## src/rtl/riscv_structures.sv

```systemverilog
// Shared RISC-V definitions for the load/store unit.
// Holds the funct3 memory-size encodings, the LSU FSM states, and a helper
// that decides whether a funct3 code is a legal access for the given direction
// and register width.
package riscv_structures;

  typedef enum logic [2:0] {
    MEM_B  = 3'b000,
    MEM_H  = 3'b001,
    MEM_W  = 3'b010,
    MEM_D  = 3'b011,
    MEM_BU = 3'b100,
    MEM_HU = 3'b101,
    MEM_WU = 3'b110
  } mem_size_e;

  typedef enum logic {
    LSU_IDLE = 1'b0,
    LSU_WAIT = 1'b1
  } lsu_state_e;

  // Unsigned variants exist only for loads; doubleword forms need XLEN=64.
  function automatic logic funct3_legal(input logic [2:0] f3, input logic is_load,
                                        input logic xlen64);
    logic ok;
    ok = 1'b0;
    case (f3)
      MEM_B, MEM_H, MEM_W: ok = 1'b1;
      MEM_D:               ok = xlen64;
      MEM_BU, MEM_HU:      ok = is_load;
      MEM_WU:              ok = is_load & xlen64;
      default:             ok = 1'b0;
    endcase
    return ok;
  endfunction

endpackage

```

## src/rtl/lsu_load_align.sv

```systemverilog
// Load lane extraction and extension.
// Ports: rdata (full bus word), lane_off (byte offset of the datum within the
// word), size (log2 of access bytes), is_unsigned (zero- instead of
// sign-extend), data (right-aligned, extended result). Purely combinational.
module lsu_load_align #(
  parameter int XLEN = 32
) (
  input  logic [XLEN-1:0]              rdata,
  input  logic [$clog2(XLEN/8)-1:0]    lane_off,
  input  logic [1:0]                   size,
  input  logic                         is_unsigned,
  output logic [XLEN-1:0]              data
);

  localparam int IW = $clog2(XLEN);

  logic [XLEN-1:0] shifted;
  logic [IW-1:0]   msb_idx;
  logic            ext;
  int              width;

  always_comb begin
    shifted = rdata >> {lane_off, 3'b000};
    width   = 8 << size;
    if (width > XLEN) width = XLEN;
    msb_idx = IW'(width - 1);
    ext     = ~is_unsigned & shifted[msb_idx];
    data    = '0;
    for (int i = 0; i < XLEN; i++) begin
      data[i] = (i < width) ? shifted[i] : ext;
    end
  end

endmodule

```

## src/rtl/memory_lsu.sv

```systemverilog
// Load/store unit between the execute stage and a single-port data memory.
// Ports: clk/rst; in_* op from execute (held stable while stall is high);
// dmem_* request/response bus; stall back-pressure; wb_* registered result,
// wb_valid pulses one cycle per completed op.
// Build option: LSU_MISALIGN_TRAP_EN adds wb_misalign and turns misaligned
// accesses into traps; otherwise misaligned addresses are forced aligned.
//
// state    | meaning
// LSU_IDLE | accept op; zero-wait or non-memory ops complete here
// LSU_WAIT | request held on the bus, waiting for dmem_ack or timeout
module memory_lsu
  import riscv_structures::*;
#(
  parameter int XLEN    = 32,
  parameter int TIMEOUT = 15
) (
  input  logic              clk,
  input  logic              rst,
  input  logic              in_valid,
  input  logic [XLEN-1:0]   in_addr,
  input  logic [XLEN-1:0]   in_wdata,
  input  logic              in_mem_read,
  input  logic              in_mem_write,
  input  logic [2:0]        in_funct3,
  input  logic [4:0]        in_rd,
  input  logic              in_reg_write,
  output logic              dmem_req,
  output logic              dmem_we,
  output logic [XLEN-1:0]   dmem_addr,
  output logic [XLEN-1:0]   dmem_wdata,
  output logic [XLEN/8-1:0] dmem_be,
  input  logic              dmem_ack,
  input  logic [XLEN-1:0]   dmem_rdata,
  output logic              stall,
  output logic              wb_valid,
  output logic [XLEN-1:0]   wb_data,
  output logic [4:0]        wb_rd,
  output logic              wb_reg_write,
`ifdef LSU_MISALIGN_TRAP_EN
  output logic              wb_misalign,
`endif
  output logic              wb_bus_err
);

  localparam int NB = XLEN / 8;
  localparam int OW = $clog2(NB);
  localparam int CW = (TIMEOUT < 2) ? 1 : $clog2(TIMEOUT + 1);

  lsu_state_e      state_q, state_d;
  logic [CW-1:0]   cnt_q, cnt_d;
  logic            wb_valid_q, wb_valid_d;
  logic [XLEN-1:0] wb_data_q, wb_data_d;
  logic [4:0]      wb_rd_q, wb_rd_d;
  logic            wb_reg_write_q, wb_reg_write_d;
  logic            wb_bus_err_q, wb_bus_err_d;
`ifdef LSU_MISALIGN_TRAP_EN
  logic            wb_misalign_q, wb_misalign_d;
  logic            misaligned;
`endif

  logic            is_load, is_store, mem_op, f3_ok, access_ok;
  logic            req, timeout_hit;
  logic [OW-1:0]   addr_off, size_mask, eff_off, src_lane;
  logic [XLEN-1:0] load_data;

  always_comb begin
    is_load   = in_mem_read;
    is_store  = in_mem_write & ~in_mem_read;
    mem_op    = is_load | is_store;
    f3_ok     = funct3_legal(in_funct3, is_load, XLEN == 64);
    addr_off  = in_addr[OW-1:0];
    size_mask = OW'((1 << in_funct3[1:0]) - 1);
`ifdef LSU_MISALIGN_TRAP_EN
    misaligned = |(addr_off & size_mask);
    access_ok  = mem_op & f3_ok & ~misaligned;
    eff_off    = addr_off;
`else
    access_ok  = mem_op & f3_ok;
    eff_off    = addr_off & ~size_mask;
`endif
  end

  // Lane enables cover [eff_off, eff_off + size); store data is replicated by
  // wrapping the lane index within the access size.
  always_comb begin
    dmem_be    = '0;
    dmem_wdata = '0;
    src_lane   = '0;
    for (int i = 0; i < NB; i++) begin
      dmem_be[i] = (i >= int'(eff_off)) && (i <= int'(eff_off) + int'(size_mask));
      src_lane   = OW'(i) & size_mask;
      dmem_wdata[8*i +: 8] = in_wdata[{src_lane, 3'b000} +: 8];
    end
    dmem_addr = {in_addr[XLEN-1:OW], {OW{1'b0}}};
  end

  lsu_load_align #(.XLEN(XLEN)) u_load_align (
    .rdata       (dmem_rdata),
    .lane_off    (eff_off),
    .size        (in_funct3[1:0]),
    .is_unsigned (in_funct3[2]),
    .data        (load_data)
  );

  always_comb begin
    state_d        = state_q;
    cnt_d          = cnt_q;
    req            = 1'b0;
    timeout_hit    = 1'b0;
    wb_valid_d     = 1'b0;
    wb_data_d      = wb_data_q;
    wb_rd_d        = wb_rd_q;
    wb_reg_write_d = wb_reg_write_q;
    wb_bus_err_d   = wb_bus_err_q;
`ifdef LSU_MISALIGN_TRAP_EN
    wb_misalign_d  = wb_misalign_q;
`endif
    case (state_q)
      LSU_IDLE: begin
        if (in_valid) begin
          if (access_ok) begin
            req = 1'b1;
            if (dmem_ack) begin
              wb_valid_d     = 1'b1;
              wb_data_d      = is_load ? load_data : in_addr;
              wb_rd_d        = in_rd;
              wb_reg_write_d = in_reg_write;
              wb_bus_err_d   = 1'b0;
`ifdef LSU_MISALIGN_TRAP_EN
              wb_misalign_d  = 1'b0;
`endif
            end else begin
              state_d = LSU_WAIT;
              cnt_d   = CW'(TIMEOUT);
            end
          end else begin
            // Non-memory ops, illegal funct3 and trapped misaligns finish here.
            wb_valid_d     = 1'b1;
            wb_data_d      = in_addr;
            wb_rd_d        = in_rd;
            wb_reg_write_d = mem_op ? 1'b0 : in_reg_write;
            wb_bus_err_d   = 1'b0;
`ifdef LSU_MISALIGN_TRAP_EN
            wb_misalign_d  = mem_op & f3_ok & misaligned;
`endif
          end
        end
      end
      LSU_WAIT: begin
        req = 1'b1;
        wb_rd_d = in_rd;
        if (dmem_ack) begin
          state_d        = LSU_IDLE;
          cnt_d          = '0;
          wb_valid_d     = 1'b1;
          wb_data_d      = is_load ? load_data : in_addr;
          wb_reg_write_d = in_reg_write;
          wb_bus_err_d   = 1'b0;
`ifdef LSU_MISALIGN_TRAP_EN
          wb_misalign_d  = 1'b0;
`endif
        end else if (cnt_q <= CW'(1)) begin
          timeout_hit    = 1'b1;
          state_d        = LSU_IDLE;
          cnt_d          = '0;
          wb_valid_d     = 1'b1;
          wb_data_d      = in_addr;
          wb_reg_write_d = 1'b0;
          wb_bus_err_d   = 1'b1;
`ifdef LSU_MISALIGN_TRAP_EN
          wb_misalign_d  = 1'b0;
`endif
        end else begin
          cnt_d = cnt_q - CW'(1);
        end
      end
      default: state_d = LSU_IDLE;
    endcase
  end

  // The timeout cycle ends the op, so stall drops there too; otherwise the
  // held op would be reissued from IDLE.
  assign dmem_req = req & ~rst;
  assign dmem_we  = dmem_req & is_store;
  assign stall    = dmem_req & ~dmem_ack & ~timeout_hit;

  always_ff @(posedge clk or posedge rst) begin
    if (rst) begin
      state_q        <= LSU_IDLE;
      cnt_q          <= '0;
      wb_valid_q     <= 1'b0;
      wb_data_q      <= '0;
      wb_rd_q        <= '0;
      wb_reg_write_q <= 1'b0;
      wb_bus_err_q   <= 1'b0;
`ifdef LSU_MISALIGN_TRAP_EN
      wb_misalign_q  <= 1'b0;
`endif
    end else begin
      state_q        <= state_d;
      cnt_q          <= cnt_d;
      wb_valid_q     <= wb_valid_d;
      wb_data_q      <= wb_data_d;
      wb_rd_q        <= wb_rd_d;
      wb_reg_write_q <= wb_reg_write_d;
      wb_bus_err_q   <= wb_bus_err_d;
`ifdef LSU_MISALIGN_TRAP_EN
      wb_misalign_q  <= wb_misalign_d;
`endif
    end
  end

  assign wb_valid     = wb_valid_q;
  assign wb_data      = wb_data_q;
  assign wb_rd        = wb_rd_q;
  assign wb_reg_write = wb_reg_write_q;
  assign wb_bus_err   = wb_bus_err_q;
`ifdef LSU_MISALIGN_TRAP_EN
  assign wb_misalign  = wb_misalign_q;
`endif

endmodule

```

## config.mk

```make
export PLATFORM = sky130hd
export DESIGN_NAME = memory_lsu
export DESIGN_NICKNAME = d
export VERILOG_FILES = /design/src/rtl/riscv_structures.sv /design/src/rtl/lsu_load_align.sv /design/src/rtl/memory_lsu.sv
export SDC_FILE = /design/constraint.sdc
export NUM_CORES = 1
export LEC_CHECK = 0
export CELL_PAD_IN_SITES_DETAIL_PLACEMENT = 1
export CELL_PAD_IN_SITES_GLOBAL_PLACEMENT = 1
export CORE_MARGIN = 3
export CORE_UTILIZATION = 33
export CTS_CLUSTER_DIAMETER = 50
export DETAILED_ROUTE_END_ITERATION = 8
export GPL_ROUTABILITY_DRIVEN = 0
export GPL_TIMING_DRIVEN = 0
export PLACE_DENSITY = 0.85
export SLEW_MARGIN = 20
export SYNTH_ARGS = -nofsm -noshare
export SYNTH_HDL_FRONTEND = slang
export SYNTH_HIERARCHICAL = 1
export SYNTH_SLANG_ARGS = --single-unit
```

## constraint.sdc

```tcl
create_clock -name clk -period 4.8 [get_ports clk]
set_input_delay 0.96 -clock clk [delete_from_list [all_inputs] [get_ports clk]]
set_output_delay 0.96 -clock clk [all_outputs]
set_load 0.02 [all_outputs]
```

# Yosys cells after proc, flatten, opt, wreduce, memory -nomap -nowiden
# Index checks and enable logic that the tools add are counted.
[word_totals] inputBits=111 ramBits=0 register_bits=45 latchBits=0 elab_cells=176 output_inout_bits=111 mem_count=0 mem_bits_ro=0
[classes] addsub=4 bitwise_logic=16 n_shift=6 n_eq_ne=9 n_div=0 mux=83 n_lt_le_gt_ge=42 n_reduce_logical=9 multipliers=0
[ops] op="less-than comparator 6 x 32 -> 1 bit (first input constant)" count=16
[ops] op="less-than comparator 5 x 32 -> 1 bit (first input constant)" count=8
[ops] op="2-to-1 mux 32 bit" count=7
[ops] op="less-than comparator 4 x 32 -> 1 bit (first input constant)" count=4
[ops] op="less-than comparator 3 x 32 -> 1 bit (first input constant)" count=2
[ops] op="one-hot mux 32 bit (2 select lines)" count=1
[ops] op="variable part select 32 x 6 -> 8 bit" count=2
[ops] op="2-to-1 mux 1 bit" count=58
[ops] op="> comparator 32 x 7 -> 1 bit (second input constant)" count=1
[ops] op="<= comparator 1 x 32 -> 1 bit (first input constant)" count=1
[ops] op="<= comparator 2 x 32 -> 1 bit (first input constant)" count=1
[ops] op="<= comparator 3 x 32 -> 1 bit (first input constant)" count=1
[ops] op="less-than comparator 1 x 32 -> 1 bit (first input constant)" count=1
[ops] op="less-than comparator 2 x 32 -> 1 bit (first input constant)" count=1
[ops] op="variable part select 32 x 5 -> 8 bit" count=1
[ops] op="<< shifter 4 x 2 -> 32 bit (first input constant)" count=1
[ops] op=">> shifter 32 x 5 -> 32 bit" count=1
[ops] op="2-to-1 mux 4 bit" count=5
[ops] op="2-to-1 mux 5 bit" count=3
[ops] op="one-hot mux 1 bit (2 select lines)" count=6
[ops] op="one-hot mux 5 bit (2 select lines)" count=1
[ops] op="one-hot mux 4 bit (2 select lines)" count=1
[ops] op="bitwise AND 1 bit" count=7
[ops] op="== test 3 bit (second input constant)" count=2
[ops] op="other kinds (26)" count=37

# Logic depth before layout (Yosys ltp)
[logic_depth] depth_word=14 ltp_mapped=14 depth_no_buf=11

# Modules after synthesis
# Netlist, hierarchy kept.
[by_module_without_submodules] mod="memory_lsu" area_each_um2=4272.8 instances=1 seq_area_each_um2=1126.1 cells_per_inst=509
[by_module_without_submodules] mod="lsu_load_align" area_each_um2=778.2 instances=1 seq_area_each_um2=0.0 cells_per_inst=128

# Worst setup path before layout
# Ideal clock, no wire load.
[synth_path] path_kind="input -> output" startpoint="input port in_funct3[1]" endpoint="output port stall" slack_ns=1.024 path_buffers=2 t_required_ns=3.840 stages=6 arrival_ns=2.816 cell_sequence="buf_6 -> nand2b_4 -> buf_6 -> a21oi_1 -> a21oi_1 -> a2111oi_0"
[synth_via] elab_chain_cells=10 word_cells_on_any_way=15 classes_between="4 x eq/ne; 4 x mux; 4 x bitwise; 3 x reduce/logical"
[synth_rtl] item="start: declaration" line_no="memory_lsu.sv:24" rtl="input logic [2:0] in_funct3,"
[synth_rtl] item="== test 3 x 1 -> 1 bit, or another cell as far along" line_no="riscv_structures.sv:27" rtl="case (f3)"
[synth_rtl] item="OR reduction 3 bit or OR reduction 2 bit (tied branches)" line_no="riscv_structures.sv:27"
[synth_rtl] item="one-hot mux 1 bit (2 select lines) (*)" line_no="riscv_structures.sv:27"
[synth_rtl] item="bitwise AND 1 bit (*)" line_no="memory_lsu.sv:78" rtl="access_ok = mem_op & f3_ok;"
[synth_rtl] item="2-to-1 mux 1 bit (*)" line_no="memory_lsu.sv:121" rtl="if (access_ok) begin"
[synth_rtl] item="2-to-1 mux 1 bit (*)" line_no="memory_lsu.sv:120" rtl="if (in_valid) begin"
[synth_rtl] item="one-hot mux 1 bit (2 select lines) (*)" line_no="memory_lsu.sv:118" rtl="case (state_q)"
[synth_rtl] item="bitwise AND 1 bit (*)" line_no="memory_lsu.sv:183" rtl="assign dmem_req = req & ~rst;"
[synth_rtl] item="bitwise AND 1 bit (*) (2 in series)" line_no="memory_lsu.sv:185" rtl="assign stall = dmem_req & ~dmem_ack & ~timeout_hit;"
[synth_rtl] item="end: declaration" line_no="memory_lsu.sv:34" rtl="output logic stall,"
# Every way passes the cells marked *; elsewhere a longest branch is shown, timed or not.

# Worst setup path after layout
[layout_path] startpoint="input port in_funct3[0]" endpoint="output port dmem_wdata[31]"
[layout_via] elab_chain_cells=3
[layout_rtl] item="<< shifter 1 x 2 -> 2 bit" line_no="memory_lsu.sv:72" rtl="size_mask = OW'((1 << in_funct3[1:0]) - 1);"
[layout_rtl] item="subtractor 2 bit" line_no="memory_lsu.sv:72"
[layout_rtl] item="variable part select 32 x 6 -> 8 bit" line_no="memory_lsu.sv:92" rtl="dmem_wdata[8*i +: 8] = in_wdata[{src_lane, 3'b000} +: 8];"
[layout_rtl] item="end: declaration" line_no="memory_lsu.sv:30" rtl="output logic [XLEN-1:0] dmem_wdata,"
# Every way passes these cells.

==> results.json <==
{
  "status": "finished, final reports clean",
  "postRouteAntennaNets": 0,
  "power.share.clock_pct": 17.0,
  "area_delta_synth_final_pct": 51.0,
  "clockRootBuffer": "clkbuf_16",
  "first_pass_iters": 6,
  "die_width_microns": 130,
  "min_period_over_period_pct": 96.6,
  "io_pins": 222,
  "die_y_microns": 130,
  "ys_ff_latch": 45,
  "cpPeakStageDelay_ps": 780,
  "fillers": 1805,
  "power.leakage_nw": 3.17,
  "drt-initial-drc-count": 378,
  "cts_tree": "built",
  "core-area_sq_um": 14800,
  "place_hpwl_microns": 16200,
  "p_switching_w": 0.000795,
  "pwr-share-seq_pct": 27.6,
  "num_vias": 5634,
  "worstHoldPathType": "reg -> reg",
  "clock.fmax_mhz": 216,
  "start_util_pct": 34.2,
  "setup_viol": 0,
  "vdd_drop_max_mv": 0.132,
  "worstPathMaxFanout": 12,
  "post_synth.cell_area_avg_sq_um": 7.93,
  "post_cts_buffers": 0,
  "async_flop_share_pct": 100,
  "antenna_cells": 0,
  "synth_cells": 637,
  "slowest_stage": "nor2_1",
  "grt_pass1_wl_microns": 31200,
  "grt_pass1_vias": 5951,
  "cts.sinks": 45,
  "place.port_buffers": 217,
  "clock_latency_ps": 290,
  "wire_per_inst_microns": 18.9,
  "num-nets-final": 979,
  "pwr-share-comb_pct": 55.4,
  "crit_family": "buffers and inverters",
  "cts_hold_buf": 0,
  "clock_path_buffers": 2,
  "final_layout_size_suffix_gt1_share_pct": 12.0,
  "intPower_w": 0.00122,
  "htree_num_levels": 2,
  "viasPerCell": 5.37,
  "startpoint_type": "input port",
  "maxSlewHeadroom_pct": 41.3,
  "synthDistinctLibCells": 45,
  "yosys_warnings": 6,
  "syn_area_sq_um": 5050,
  "sw_frac_of_total_pct": 39.4,
  "finalHoldViolations": 0,
  "drv_cap": 0,
  "yosysSeqAreaShare_pct": 22.3,
  "finalSetupTns_ps": 0,
  "drcViolationCount": 0,
  "finClkSkew_ps": 3.10,
  "dieArea_sq_um": 16800,
  "cp_num_buf_inv": 2,
  "synth_top_flop_cell": "dfrtp_1",
  "antenna_found_initial": 0,
  "crit_chain": "clkdlybuf4s50_1 -> nor2_1 -> mux2_2 -> mux2_2 -> clkdlybuf4s50_1",
  "critical_path_class": "in -> out",
  "worstPathArrival_ps": 3680,
  "cp-end-kind": "output pin",
  "power_density_nw_per_um2": 265,
  "rsz0062_at_grt": "false",
  "fin_crit_ps": 4640,
  "required_ps": 3840,
  "cts-resized-gates": 0,
  "utilization_pct": 51.7,
  "drt-total-wl_microns": 19800,
  "tightestPinTransition_ps": 877,
  "path_clk_slew_ps": 60,
  "holdWs_ps": 506,
  "drv_slew": 0,
  "grt_max_degree": 27,
  "globalRouteOverflowTotal": 0,
  "fp-row-count": 44,
  "synth_edf_count": 0,
  "numCtsBuffers": 5,
  "grt_use_total_pct": 23.1
}
-- kinds of logic (layout without fill, tap and decap cells) --
group                      Yosys count  after routing  synth area share [%]
other                                1              3                0.0742
buffers and inverters              172            398                  17.1
muxes                               80             80                  17.0
adders and majority gates            4              4                 0.991
DFF                                 45             45                  22.3
AOI/OAI and AO/OA                  156            156                  23.6
and+or+nand+nor                    179            179                  18.9
-- synth_stat cells, types with 2 or more instances --
cell type / number / area share (%)
o31ai_1: 2 / 0.30
a21oi_1: 18 / 1.8
o221ai_1: 33 / 5.7
dfrtp_1: 45 / 22
a31oi_1: 3 / 0.37
mux2_2: 37 / 8.2
nand4_1: 3 / 0.37
nor2b_1: 12 / 1.5
o22ai_1: 3 / 0.37
ha_1: 4 / 0.99
buf_1: 5 / 0.37
buf_6: 8 / 1.8
buf_2: 5 / 0.50
nand3b_1: 33 / 4.9
o311a_1: 2 / 0.40
or3_1: 2 / 0.25
nand2_1: 71 / 5.3
a211oi_1: 41 / 6.1
nor3_1: 3 / 0.30
inv_1: 72 / 5.4
clkbuf_1: 41 / 3.0
nor2_1: 15 / 1.1
mux2i_1: 41 / 8.1
o21ai_0: 12 / 1.2
nor4b_1: 2 / 0.35
nand2b_1: 35 / 4.3
buf_4: 40 / 5.9
a311oi_1: 32 / 5.5
-- layer usage --
metal	routed length [microns]	GRT usage (%)
met5	0	0
met4	315	5.13
met3	1260	4.95
met2	10000	41.5
met1	8200	28.5
-- worst reg2reg max path: cells and delay by family (launching register included) --
kind            cells  cell delay, ps
compound gates      2             530
buf+inv             3             980
flops               1             360
mux                 1             130
simple gates        1             130
-- per-stage QoR --
step	area [sq um]	cells	worst slack, ps	power (W)
after detailed placement	7490	1041	130	0.00169
after global routing	7630	1049	47.3	0.00215
after global placement	7460	1040	217	0.00166
after CTS	7630	1049	122	0.00204
final	7630	1049	162	0.00202
after floorplan	5060	639	1020	0.00117
-- cells in the final DEF, fill, tap and decap left out, drive strengths merged, types with 2 or more instances in the layout --
cell             n
clkdlybuf4s50  217
inv             72
nand2           71
buf             59
clkbuf          48
dfrtp           45
a211oi          41
mux2i           41
mux2            38
nand2b          36
nand3b          33
o221ai          33
a311oi          32
a21oi           18
nor2            15
o21ai           13
nor2b           12
ha               4
nand4            3
a31oi            3
o22ai            3
nor3             3
conb             3
or3              2
o31ai            2
o311a            2
nor4b            2
o2bb2ai          2
-- flip-flops by register name, indices dropped and copies added (netlist names) --
name and cells:
wb_data 32, wb_valid 1, state_q 1, cnt_q 4
wb_bus_err 1, wb_reg_write 1, wb_rd 5
-- final timing paths --
path | start | endpoint | slack [ps] | depth (start not counted)
worst max register to register | state_q$_DFF_PP0_ | wb_data[1]$_DFFE_PP0P_ | 2530 | 7
worst min register to register | wb_rd[0]$_DFFE_PP0P_ | wb_rd[0]$_DFFE_PP0P_ | 510 | 1
worst max-delay path | in_funct3[0] | dmem_wdata[31] | 160 | 5
worst min-delay path | wb_rd[0]$_DFFE_PP0P_ | wb_rd[0]$_DFFE_PP0P_ | 510 | 1
min in group asynchronous | rst | wb_bus_err$_DFFE_PP0P_ | 1150 | 2
max in group asynchronous | rst | wb_data[3]$_DFFE_PP0P_ | 3120 | 3
-- power groups by stage --
| stage | Sequential [W] | Clock (W) | Combinational, W |
|---|---|---|---|
| final | 0.000557 | 0.000344 | 0.00112 |
| after global routing | 0.000573 | 0.000373 | 0.00121 |
| after CTS | 0.000559 | 0.000354 | 0.00113 |
| after detailed placement | 0.000566 | 0 | 0.00112 |
| after global placement | 0.000559 | 0 | 0.00110 |
| after floorplan | 0.000674 | 0 | 0.000498 |
-- area by class of cell --
type	instances	area (sq um)	area share, %
well taps	184	230	3.02
plain buffers	99	588	7.71
flip-flops and latches	45	1130	14.8
multi-input cells	422	3070	40.2
clock inverters	1	7.51	0.0984
inverters	73	274	3.59
repair buffers	218	2200	28.8
clock buffers	7	133	1.74
(Power assumes the default switching activity.)
